## src/rtl/cpu_ctrl_pkg.sv

```systemverilog
// cpu_ctrl_pkg: state, opcode and opcode-class definitions for the multicycle step sequencer
package cpu_ctrl_pkg;
  typedef enum logic [2:0] {S_IDLE, S_FETCH, S_DECODE, S_EXEC, S_MEM, S_WB, S_HALT} state_t;
  typedef enum logic [2:0] {C_RTYPE, C_ADDI, C_LW, C_SW, C_BEQ, C_J, C_ILLEGAL} op_class_t;
  localparam logic [5:0] OP_RTYPE = 6'b000000;
  localparam logic [5:0] OP_ADDI  = 6'b001000;
  localparam logic [5:0] OP_LW    = 6'b100011;
  localparam logic [5:0] OP_SW    = 6'b101011;
  localparam logic [5:0] OP_BEQ   = 6'b000100;
  localparam logic [5:0] OP_J     = 6'b000010;
endpackage

```

## src/rtl/opcode_classifier.sv

```systemverilog
// opcode_classifier: combinational opcode to instruction-class decode with illegal flag
module opcode_classifier
  import cpu_ctrl_pkg::*;
(
  input  logic [5:0] opcode,
  output op_class_t  op_class,
  output logic       illegal
);
  always_comb begin
    op_class = opcode == OP_RTYPE ? C_RTYPE :
               opcode == OP_ADDI  ? C_ADDI  :
               opcode == OP_LW    ? C_LW    :
               opcode == OP_SW    ? C_SW    :
               opcode == OP_BEQ   ? C_BEQ   :
               opcode == OP_J     ? C_J     : C_ILLEGAL;
    illegal = op_class == C_ILLEGAL;
  end
endmodule

```

## src/rtl/multicycle_step_sequencer.sv

```systemverilog
// multicycle_step_sequencer: fetch/decode/exec/mem/wb control FSM with memory handshake and retire counter
module multicycle_step_sequencer
  import cpu_ctrl_pkg::*;
#(
  parameter int CNT_W = 32
) (
  input  logic             clk,
  input  logic             rst,
  input  logic             run,
  input  logic [5:0]       opcode,
  input  logic             mem_ready,
  output logic             mem_req,
  output logic             mem_write,
  output logic             ir_write,
  output logic             pc_write,
  output logic             pc_write_cond,
  output logic             alu_en,
  output logic             wb_en,
  output logic             control_mux_for_write_back,
  output logic             instr_done,
  output logic [CNT_W-1:0] retired_count,
  output logic             halted,
  output logic [2:0]       state
);
  state_t    state_q, state_n, after;
  op_class_t cls, cls_q;
  logic      illegal;
  opcode_classifier u_classifier (.opcode(opcode), .op_class(cls), .illegal(illegal));
  always_comb begin
    instr_done = (state_q == S_EXEC && (cls_q == C_BEQ || cls_q == C_J)) ||
                 (state_q == S_MEM && mem_ready && cls_q == C_SW) || state_q == S_WB;
    after = run ? S_FETCH : S_IDLE;
    case (state_q)
      S_IDLE:   state_n = after;
      S_FETCH:  state_n = mem_ready ? S_DECODE : S_FETCH;
      S_DECODE: state_n = illegal ? S_HALT : S_EXEC;
      S_EXEC:   state_n = instr_done ? after : (cls_q == C_LW || cls_q == C_SW) ? S_MEM : S_WB;
      S_MEM:    state_n = !mem_ready ? S_MEM : instr_done ? after : S_WB;
      S_WB:     state_n = after;
      S_HALT:   state_n = S_HALT;
      default:  state_n = S_IDLE;
    endcase
  end
  always_ff @(posedge clk) begin
    if (rst) begin
      state_q       <= S_IDLE;
      cls_q         <= C_RTYPE;
      retired_count <= '0;
    end else begin
      state_q <= state_n;
      if (state_q == S_DECODE) cls_q <= cls;
      if (instr_done) retired_count <= retired_count + CNT_W'(1);
    end
  end
  assign mem_req                    = state_q == S_FETCH || state_q == S_MEM;
  assign mem_write                  = state_q == S_MEM && cls_q == C_SW;
  assign ir_write                   = state_q == S_FETCH && mem_ready;
  assign pc_write                   = ir_write || (state_q == S_EXEC && cls_q == C_J);
  assign pc_write_cond              = state_q == S_EXEC && cls_q == C_BEQ;
  assign alu_en                     = state_q == S_EXEC;
  assign wb_en                      = state_q == S_WB;
  assign control_mux_for_write_back = state_q == S_WB && cls_q == C_LW;
  assign halted                     = state_q == S_HALT;
  assign state                      = state_q;
endmodule

```

## config.mk

```make
export PLATFORM = sky130hd
export DESIGN_NAME = multicycle_step_sequencer
export DESIGN_NICKNAME = d
export VERILOG_FILES = /design/src/rtl/cpu_ctrl_pkg.sv /design/src/rtl/opcode_classifier.sv /design/src/rtl/multicycle_step_sequencer.sv
export SDC_FILE = /design/constraint.sdc
export NUM_CORES = 1
export LEC_CHECK = 0
export BUFFER_PORTS_ARGS = -buffer_cell sky130_fd_sc_hd__buf_4
export CAP_MARGIN = 0
export CORE_ASPECT_RATIO = 1.75
export CORE_UTILIZATION = 44
export DETAILED_ROUTE_END_ITERATION = 8
export PLACE_DENSITY = 0.7
export REMOVE_ABC_BUFFERS = 1
export SETUP_SLACK_MARGIN = 0.2
export SYNTH_ARGS = -nofsm -noshare
export SYNTH_HDL_FRONTEND = slang
export SYNTH_SLANG_ARGS = --single-unit
```

## constraint.sdc

```tcl
create_clock -name clk -period 1.95 [get_ports clk]
set_input_delay 0.39 -clock clk [delete_from_list [all_inputs] [get_ports clk]]
set_output_delay 0.39 -clock clk [all_outputs]
set_load 0.05 [all_outputs]
```

==> metrics.yaml <==
synth:
  synth.top_cell.area_share: 0.371
  synthMuxAreaShare: 0.0110
  yosys-top-cells-area: "dfxtp_1 37%, a21oi_1 8.5%, or3_1 4.9%"
  synthArstFlopShare: 0
  syn_area_mm2: 0.00205
  syn_avg_cell_area_um2: 8.14
  syn_inst: 252
  synth_warnings: 0
  synth_largest_area_cell: "dfxtp_1"
  synthAdderAreaFrac: 0.0110
  ys_ff_latch: 38
  synth_cell_types: 42
  ys.flop_type: "dfxtp_1"
  synth_compound_area_frac: 0.202
  synth_edf_count: 0
  synthSimpleGateAreaFrac: 0.309
  synth_top_family_by_area: "simple AND/OR/NAND/NOR gates"
  synth-xor-area-share: 0.0384
  ys_seq_area_frac: 0.371
critical_path:
  slowest_delay_ns: 0.39
  cp.arrival_ns: 1.60
  cp_num_buf_inv: 3
  critPathMaxFanout: 4
  cp_cell_sequence: "buf_6 -> inv_4 -> or3_4 -> nor2_2 -> a21o_1 -> buf_6"
  startpoint_type: "flip-flop"
  cp_top_family: "simple AND/OR/NAND/NOR gates"
  crit_path_end_kind: "primary output"
  slowest_stage: "or3_4"
  crit_top_cell: "buf_6"
  required_ns: 1.56
  path_class: "reg -> out"
route:
  drt-total-wl_um: 7440
  vias_per_cell: 5.89
  drtPass1Iterations: 4
  first_iter_violations: 96
  wl_per_cell_um: 17.7
  antenna_left: 0
  dr_total_vias: 2480
  drc_errors: 0
timing:
  max_slew.worst_pin.slew_ns: 0.413
  fin_crit_ns: 1.99
  skew_ns: 0.00429
  setup_ws_ns: -0.0405
  slew_headroom: 0.722
  tns_ns: -0.0405
  rsz0062_at_grt: "true"
  setup_viol: 1
  fin_crit_sh: 1.02
  whs_ns: 0.397
  hold_viol: 0
  max_freq_mhz: 502
  slew_violations: 0
global_route:
  overflow: 0
  grt_pass1_vias: 2193
  use_met2: 0.495
  grt.busiest_layer: "met2"
  grtUsageMet3: 0.0427
  grt_max_degree: 24
  gr-usage-met1: 0.282
  antenna_found_initial: 0
  grt_pass1_wl_um: 9920
  grt_util_all_layers: 0.269
clock_tree:
  path_clk_slew_ns: 0.07
  cts_root_buf: "clkbuf_8"
  cts_buffers: 5
  holdBufCountCts: 0
  htreeDepth: 2
  clk_latency_ns: 0.29
  clockBufferDepth: 2
  cts_sinks: 38
  cts_tree: "done"
cells_and_area:
  final_cell_area_mm2: 0.00352
  final_util: 0.792
  final_cells: 421
  fin_nets: 380
  antenna_cells: 0
  multi_input_area_mm2: 0.00150
  fillers: 280
  drive_above_1_share: 0.546
  syn2layout_area_growth_pct: 71.5
  regArea_um2: 781
power_and_ir_drop:
  p_seq_frac: 0.446
  internal_power_mw: 1.31
  p_leak_nw: 1.36
  power.density_mw_per_mm2: 511
  clockPowerShare: 0.373
  p_switching_mw: 0.487
  total_power_mw: 1.80
  p_sw_frac: 0.271
  vdd_drop_max_mv: 0.619
  p_comb_frac: 0.181
floorplan:
  die_h_um: 92.3
  core-area_mm2: 0.00444
  ios: 55
  die_area_mm2: 0.00495
  start_util: 0.462
  rows: 32
  die_w_um: 53.6
place:
  hpwl_um: 4210
  place_area_mm2: 0.00277
  portBuffers: 54
  gp_congestion: 0.862
  dp.cells: 388
  pre_cts_ws_ns: -0.145
hold_path:
  hp-class: "in -> reg"
status:
  violations: "negative setup slack"
  status: "finished, violations left"
job:
  drv_cap: 0
cells in the final DEF, fill, tap and decap left out, types with 2 or more instances in the layout:
master     n
buf_4     91
dfxtp_4    2
nand2_1   15
nand4_1    8
dfxtp_1   26
mux2_4     2
buf_8      2
clkbuf_1   2
a21oi_4    2
inv_1      7
nand3_1   10
and2_4     2
buf_6     28
and4_1     3
o32a_1     2
nor2b_4    3
or4_4      7
nor2b_1    4
nor3_1     3
o21ai_1    2
nor2_1    13
or4_1      3
and4_4     2
nor2_2     2
o31ai_4    2
xnor2_2    2
a21oi_2   14
and2_1     3
o21ai_0   13
o31ai_1    7
inv_2      2
a211o_4    4
or3_4      7
a21oi_1   19
dfxtp_2   10
xnor2_1    7
or3_1      9
clkbuf_8   5
layer usage:
metal,part of all wire,vias up
li1,-,1158
met1,0.36,1214
met2,0.57,86
met3,0.036,22
met4,0.026,0
met5,0,-
path summary, 6_finish.rpt:
check                                                    start                             end  slack (ns)  cells after the start
worst min register to register  retired_count[27]$_SDFFE_PP0P_  retired_count[27]$_SDFFE_PP0P_        0.50                      2
worst max register to register             state[2]$_SDFF_PP0_   retired_count[9]$_SDFFE_PP0P_        0.02                      6
worst max-delay path                       state[0]$_SDFF_PP0_                        pc_write       -0.04                      6
worst min-delay path                                 opcode[2]           cls_q[0]$_SDFFE_PP0P_        0.40                      3
worst reg2reg max path, cell delays in order (launching register included):
cell	delay [ns]
dfxtp_4	0.36
and4bb_1	0.32
o21ai_4	0.10
a211o_4	0.41
buf_6	0.16
or3_1	0.35
a21oi_1	0.16
kinds of logic after synthesis:
group                    Yosys count
flip-flops                        38
adder cells (fa/ha/maj)            2
AO/OA/AOI/OAI                     70
XOR/XNOR                           9
buffers and inverters             23
AND/OR/NAND/NOR                  108
multiplexers                       2
flip-flops by register name (all words and copies together) (netlist names):
register       flops
state              3
retired_count     32
cls_q              3
repair_timing:
| item | in CTS | in global routing |
|---|---|---|
| gates resized for setup | 33 | 87 |
| endpoints found under the setup margin | 33 | 35 |
| gates cloned | 2 | 0 |
| pin swaps | 10 | 61 |
| setup buffers | 12 | 11 |
cell usage after synthesis (2+ instances only):
master     n
a211o_1    2
a21oi_1   35
and2_1     5
and4_1     5
buf_2      2
buf_6      4
clkbuf_1   7
dfxtp_1   38
inv_1     10
nand2_1   17
nand3_1   11
nand4_1    8
nor2_1    15
nor2b_1    6
nor3_1     4
o21ai_0   15
o31ai_1    9
o32a_1     2
or2_2      2
or3_1     16
or4_1     10
xnor2_1    9
power by group through the flow:
stage	clock (mW)	combinational [mW]	sequential, mW
3_5_place_dp	0	0.242	0.815
6_report	0.671	0.325	0.803
2_1_floorplan	0	0.102	0.847
5_1_grt	0.708	0.340	0.805
3_3_place_gp	0	0.241	0.814
4_1_cts	0.674	0.283	0.800
layout make-up:
| class | instances | area share |
|---|---|---|
| clock buffers | 7 | 0.0217 |
| multi-input cells | 193 | 0.426 |
| repair buffers | 121 | 0.292 |
| inverters | 10 | 0.0114 |
| clock inverters | 1 | 0.00853 |
| well taps | 51 | 0.0181 |
| flip-flops and latches | 38 | 0.222 |
(Power assumes the default switching activity.)
